===== config.mk =====
export PLATFORM = sky130hd
export DESIGN_NAME = seg7_scan_decoder
export DESIGN_NICKNAME = d
export VERILOG_FILES = /design/src/rtl/seg7_scan_decoder.sv
export SDC_FILE = /design/constraint.sdc
export NUM_CORES = 1
export LEC_CHECK = 0
export ABC_AREA = 1
export CAP_MARGIN = 20
export CELL_PAD_IN_SITES_DETAIL_PLACEMENT = 1
export CELL_PAD_IN_SITES_GLOBAL_PLACEMENT = 1
export CORE_MARGIN = 3
export CORE_UTILIZATION = 37
export DETAILED_ROUTE_END_ITERATION = 7
export PLACE_DENSITY = 0.79
export SYNTH_ARGS = -nofsm -noshare
export SYNTH_HDL_FRONTEND = slang
export SYNTH_SLANG_ARGS = --single-unit

===== constraint.sdc =====
create_clock -name clk -period 2.07 [get_ports clk]
set_input_delay 0.5175 -clock clk [delete_from_list [all_inputs] [get_ports clk]]
set_output_delay 0.5175 -clock clk [all_outputs]
set_load 0.01 [all_outputs]

===== src/rtl/seg7_scan_decoder.sv =====
// rtl/seg7_scan_decoder.sv - decodes a multiplexed 7-segment bus back to hex digits
// A pattern must be stable for STABLE_CYCLES synced samples before it is accepted.
module seg7_scan_decoder #(
  parameter int N_DIGITS         = 4,
  parameter int STABLE_CYCLES    = 16,
  parameter int ANODE_ACTIVE_LOW = 1
) (
  input  logic                    clk,
  input  logic                    rst,
  input  logic [6:0]              seg_in,
  input  logic [N_DIGITS-1:0]     an_in,
  input  logic                    clr_err,
  output logic [4*N_DIGITS-1:0]   hex_out,
  output logic [N_DIGITS-1:0]     digit_valid,
  output logic [N_DIGITS-1:0]     digit_blank,
  output logic [N_DIGITS-1:0]     illegal,
  output logic                    update
);

  localparam int                   CW       = $clog2(STABLE_CYCLES);
  localparam logic [CW-1:0]        CNT_MAX  = CW'(STABLE_CYCLES - 1);
  localparam logic [6:0]           SEG_IDLE = 7'h7F;
  localparam logic [N_DIGITS-1:0]  AN_IDLE  = (ANODE_ACTIVE_LOW != 0) ? '1 : '0;

  // Returns {legal, value}; segments are active-low, bit0=a .. bit6=g.
  function automatic logic [4:0] glyph_decode(input logic [6:0] seg);
    logic [4:0] r;
    case (seg)
      7'h40:   r = {1'b1, 4'h0};
      7'h79:   r = {1'b1, 4'h1};
      7'h24:   r = {1'b1, 4'h2};
      7'h30:   r = {1'b1, 4'h3};
      7'h19:   r = {1'b1, 4'h4};
      7'h12:   r = {1'b1, 4'h5};
      7'h02:   r = {1'b1, 4'h6};
      7'h78:   r = {1'b1, 4'h7};
      7'h00:   r = {1'b1, 4'h8};
      7'h10:   r = {1'b1, 4'h9};
      7'h08:   r = {1'b1, 4'hA};
      7'h03:   r = {1'b1, 4'hB};
      7'h46:   r = {1'b1, 4'hC};
      7'h21:   r = {1'b1, 4'hD};
      7'h06:   r = {1'b1, 4'hE};
      7'h0E:   r = {1'b1, 4'hF};
      default: r = {1'b0, 4'h0};
    endcase
    return r;
  endfunction

  logic [6:0]            seg_s1_q, seg_s2_q, seg_prev_q;
  logic [N_DIGITS-1:0]   an_s1_q, an_s2_q, an_prev_q;
  logic [CW-1:0]         cnt_q, cnt_d;
  logic                  done_q, done_d;
  logic [4*N_DIGITS-1:0] hex_q, hex_d;
  logic [N_DIGITS-1:0]   valid_q, valid_d;
  logic [N_DIGITS-1:0]   blank_q, blank_d;
  logic [N_DIGITS-1:0]   illegal_q, illegal_d;
  logic                  update_q, update_d;

  logic [N_DIGITS-1:0]   sel;
  logic                  stable;
  logic                  one_hot;
  logic                  accept;
  logic [4:0]            glyph;

  always_comb begin
    sel     = (ANODE_ACTIVE_LOW != 0) ? ~an_s2_q : an_s2_q;
    stable  = (seg_s2_q == seg_prev_q) && (an_s2_q == an_prev_q);
    one_hot = (sel != '0) && ((sel & (sel - N_DIGITS'(1))) == '0);
    accept  = stable && (cnt_q == CNT_MAX) && !done_q && one_hot;
    glyph   = glyph_decode(seg_s2_q);

    cnt_d     = cnt_q;
    done_d    = done_q;
    hex_d     = hex_q;
    valid_d   = valid_q;
    blank_d   = blank_q;
    illegal_d = clr_err ? '0 : illegal_q;

    if (!stable) begin
      cnt_d  = '0;
      done_d = 1'b0;
    end else if (cnt_q != CNT_MAX) begin
      cnt_d = cnt_q + CW'(1);
    end

    if (accept) begin
      done_d = 1'b1;
    end

    // sel is one-hot whenever accept is set, so at most one digit is written.
    for (int i = 0; i < N_DIGITS; i++) begin
      if (accept && sel[i]) begin
        if (glyph[4]) begin
          hex_d[4*i +: 4] = glyph[3:0];
          valid_d[i]      = 1'b1;
          blank_d[i]      = 1'b0;
        end else if (seg_s2_q == SEG_IDLE) begin
          valid_d[i] = 1'b0;
          blank_d[i] = 1'b1;
        end else begin
          illegal_d[i] = 1'b1;
        end
      end
    end

    update_d = (hex_d != hex_q) || (valid_d != valid_q) || (blank_d != blank_q);
  end

  always_ff @(posedge clk or posedge rst) begin
    if (rst) begin
      seg_s1_q   <= SEG_IDLE;
      seg_s2_q   <= SEG_IDLE;
      seg_prev_q <= SEG_IDLE;
      an_s1_q    <= AN_IDLE;
      an_s2_q    <= AN_IDLE;
      an_prev_q  <= AN_IDLE;
      cnt_q      <= '0;
      done_q     <= 1'b0;
      hex_q      <= '0;
      valid_q    <= '0;
      blank_q    <= '0;
      illegal_q  <= '0;
      update_q   <= 1'b0;
    end else begin
      seg_s1_q   <= seg_in;
      seg_s2_q   <= seg_s1_q;
      seg_prev_q <= seg_s2_q;
      an_s1_q    <= an_in;
      an_s2_q    <= an_s1_q;
      an_prev_q  <= an_s2_q;
      cnt_q      <= cnt_d;
      done_q     <= done_d;
      hex_q      <= hex_d;
      valid_q    <= valid_d;
      blank_q    <= blank_d;
      illegal_q  <= illegal_d;
      update_q   <= update_d;
    end
  end

  assign hex_out     = hex_q;
  assign digit_valid = valid_q;
  assign digit_blank = blank_q;
  assign illegal     = illegal_q;
  assign update      = update_q;

endmodule


==> impl_metrics.tcl <==
set metrics [dict create \
    status "complete, but fails checks" \
    violated_checks "negative setup slack" \
    hold_viol 0 \
    clock-sinks 67 \
    worst_slew_pin_slew_ns 0.6431 \
    cp_max_fo 6 \
    peakVddDrop_v 0.0003197 \
    dr.max_layer_used "met4" \
    syn2layout_area_growth_pct 56.23 \
    cts.reportedPaths.clkPinSlew_ns 0.09 \
    globalplace.congestion 0.8442 \
    ctsHoldBuffers 0 \
    synth.area.top_cells "sky130_fd_sc_hd__dfstp_2, sky130_fd_sc_hd__dfrtp_1, sky130_fd_sc_hd__nand2_1" \
    maximum_number_of_pins_on_one_net_before_global_route_repair 68 \
    met2_wirelength_um 7267 \
    routed_wire_length_per_instance_um 20.32 \
    syn-instance-count 429 \
    setup_crit_end_kind "register" \
    route.layer.met1.wl_um 5761 \
    gr_util_all_layers_pct 22.82 \
    cts_tree "built" \
    max-slew-margin-rel_pct 56.79 \
    placement_rows 34 \
    r2r_cells 13 \
    synth_seq_cells 67 \
    skew_pair_late_insertion_delay_ns 0.38 \
    layout.cells.most_common_list "sky130_fd_sc_hd__nand2_1, sky130_fd_sc_hd__buf_4, sky130_fd_sc_hd__inv_1, sky130_fd_sc_hd__clkdlybuf4s50_1, sky130_fd_sc_hd__dfrtp_1" \
    clock.fmax_ghz 0.4091 \
    worstReg2RegStart "seg_s2_q[5]" \
    min_path_type "register to register" \
    drtIter0Drc 260 \
    total_global_routing_overflow 0 \
    yosys.area.top_type "sky130_fd_sc_hd__dfstp_2" \
    height_of_the_die_um 103.3 \
    die_area_sq_um 10670 \
    number_of_diodes_added_for_antenna_fixing 0 \
    avgSynthCellArea_sq_um 8.163 \
    detail_route.vias_per_cell 5.376 \
    synth.lib_cells_used.distinct 30 \
    placed_cells 659 \
    instances_no_fill 705 \
    cap_viol_max_count 0 \
    design.final.nets 589 \
    cp.arrival_ns 2.69 \
    boundaryPins 43 \
    layout_setup_ws_ns -0.3745 \
    final_common_cell "sky130_fd_sc_hd__nand2_1" \
    setup_viol 20 \
    cts.root.buffer_cell "sky130_fd_sc_hd__clkbuf_8" \
    clock-skew-final_ns 0.02644 \
    vias_in_the_first_global_route 3826 \
    report.final.slew_viol_count 0 \
    final_min_period_over_clock_period_pct 118.1 \
    worstSetupStartpoint "seg_s2_q[5]" \
    cts-htree-levels 3 \
    setup.worst_path.start_class "register" \
    portBuffers 42 \
    met3_wirelength_um 686 \
    antenna_violating_nets_post_route 0 \
    cts-root-to-sink-buffers 2 \
    grt_first_pass_wirelength_um 18860 \
    syn_warnings 0 \
    rsz0062_at_grt "true" \
    worst_setup_path_class "register to register" \
    pwr_cell_area_nw_per_um2 554.4 \
    synth_fp_nets 444 \
    power.leakage_uw 0.002588 \
    routed_wl_um 14330 \
    layout.core_utilization_pct 60.96 \
    hold_depth 0 \
    layout_min_cycle_time_ns 2.444 \
    post-synth-top-area-fraction_pct 24.76 \
    worst_ep_required_time_ns 2.31 \
    share_of_cells_above_drive_strength_1_pct 41.80 \
    post-dp-hpwl_um 7784 \
    syn_area_sq_um 3502 \
    drc_errors 0 \
    die-width_um 103.3 \
    ys_seq_area_share_pct 49.05 \
    initial_core_util_pct 39.02 \
    drt_first_pass_iters 5 \
    holdCritStartpoint "seg_s1_q[5]" \
    core_area_sq_um 8976 \
    cts-buffers-inserted 9 \
    routed-via-count 3790 \
    antenna_found_initial 0 \
]
## timing repair
| item | CTS | global route |
|---|---|---|
| resized for setup | 40 | 78 |
| setup buffers | 14 | 14 |
| cloned | 1 | 2 |
| setup endpoints to repair | 22 | 28 |
| pin swaps | 18 | 25 |
## critical path: stages (launching register included)
cell and delay (ns):
sky130_fd_sc_hd__dfstp_2 0.59, sky130_fd_sc_hd__buf_6 0.12, sky130_fd_sc_hd__nand2_1 0.10, sky130_fd_sc_hd__nor2_2 0.13, sky130_fd_sc_hd__nand3_1 0.09, sky130_fd_sc_hd__o21ai_1 0.16
sky130_fd_sc_hd__nor2_4 0.09, sky130_fd_sc_hd__buf_4 0.15, sky130_fd_sc_hd__nand3_2 0.15, sky130_fd_sc_hd__o21ai_0 0.19, sky130_fd_sc_hd__nand3_1 0.14, sky130_fd_sc_hd__nand3_1 0.08
sky130_fd_sc_hd__nor2_1 0.20, sky130_fd_sc_hd__nand3_1 0.11
## layer usage
layer | global-route usage [%] | vias to the layer above
met3 | 4.427 | 57
li1 | - | 1681
met4 | 7.072 | 0
met2 | 40.31 | 159
met5 | 0 | -
met1 | 28.11 | 1893
## report_power, final
part	switching, uW	internal, uW
Sequential	31.2	1370
Combinational	207	175
Clock	588	664
Total	826	2210
## flip-flops by register name, summed over array words and instances (netlist names)
register,count
illegal,4
seg_s2_q,7
an_s1_q,4
an_prev_q,4
seg_prev_q,7
seg_s1_q,7
digit_blank,4
done_q,1
hex_out,16
update,1
digit_valid,4
cnt_q,4
an_s2_q,4
## worst paths after layout
kind                       slack, ns           end
setup / recovery               -0.37        update
hold / removal                  0.35   seg_s2_q[5]
setup reg to reg               -0.37        update
hold reg to reg                 0.35   seg_s2_q[5]
max in group asynchronous       1.11  an_prev_q[1]
min in group asynchronous       0.59    hex_out[3]
## Yosys cell counts (all sizes together)
| master | number |
|---|---|
| nand3 | 31 |
| buf | 8 |
| ha | 1 |
| a211oi | 2 |
| dfstp | 33 |
| a21oi | 4 |
| nor3 | 6 |
| inv | 61 |
| o211ai | 10 |
| dfrtp | 34 |
| nor2 | 41 |
| nand4 | 29 |
| o21ai | 19 |
| nand2 | 131 |
| nand3b | 6 |
| xnor2 | 6 |
| and2 | 3 |
| mux2i | 2 |
| or2 | 2 |
## logic make-up (layout without fill, tap and decap cells)
group / after synthesis / count (layout) / synth area share, %
simple gates: 249 / 250 / 34.23
compound gates: 35 / 35 / 5.859
flops: 67 / 67 / 49.05
fa+ha+maj: 1 / 1 / 0.3572
buf+inv: 69 / 218 / 8.431
xor+xnor: 6 / 6 / 1.501
mux: 2 / 2 / 0.5717
## area by class of cell
| class | instances | area [sq um] |
|---|---|---|
| fillers | 1016 | 3505 |
| multi-input cells | 294 | 1727 |
| flip-flops and latches | 67 | 1718 |
| repair buffers | 141 | 1401 |
| inverters | 61 | 247.7 |
| clock buffers | 11 | 162.7 |
| well taps | 126 | 157.7 |
| clock inverters | 5 | 57.56 |
## per-stage QoR
stage / hold WS, ns / setup TNS, ns / worst slack [ns] / total power [uW] / cell area (sq um)
final: 0.3523 / -2.206 / -0.3745 / 3033 / 5472
after global routing: 0.3559 / -5.144 / -0.4793 / 3148 / 5472
after CTS: 0.3567 / -0.4911 / -0.1948 / 2936 / 5067
after detailed placement: 0.3473 / -0.8653 / -0.2250 / 1689 / 4606
after global placement: 0.3453 / -0.1785 / -0.1551 / 1676 / 4606
after floorplan: 0.3452 / 0 / 0.1758 / 1549 / 3506
No activity file was read; power rests on OpenSTA's default activity.
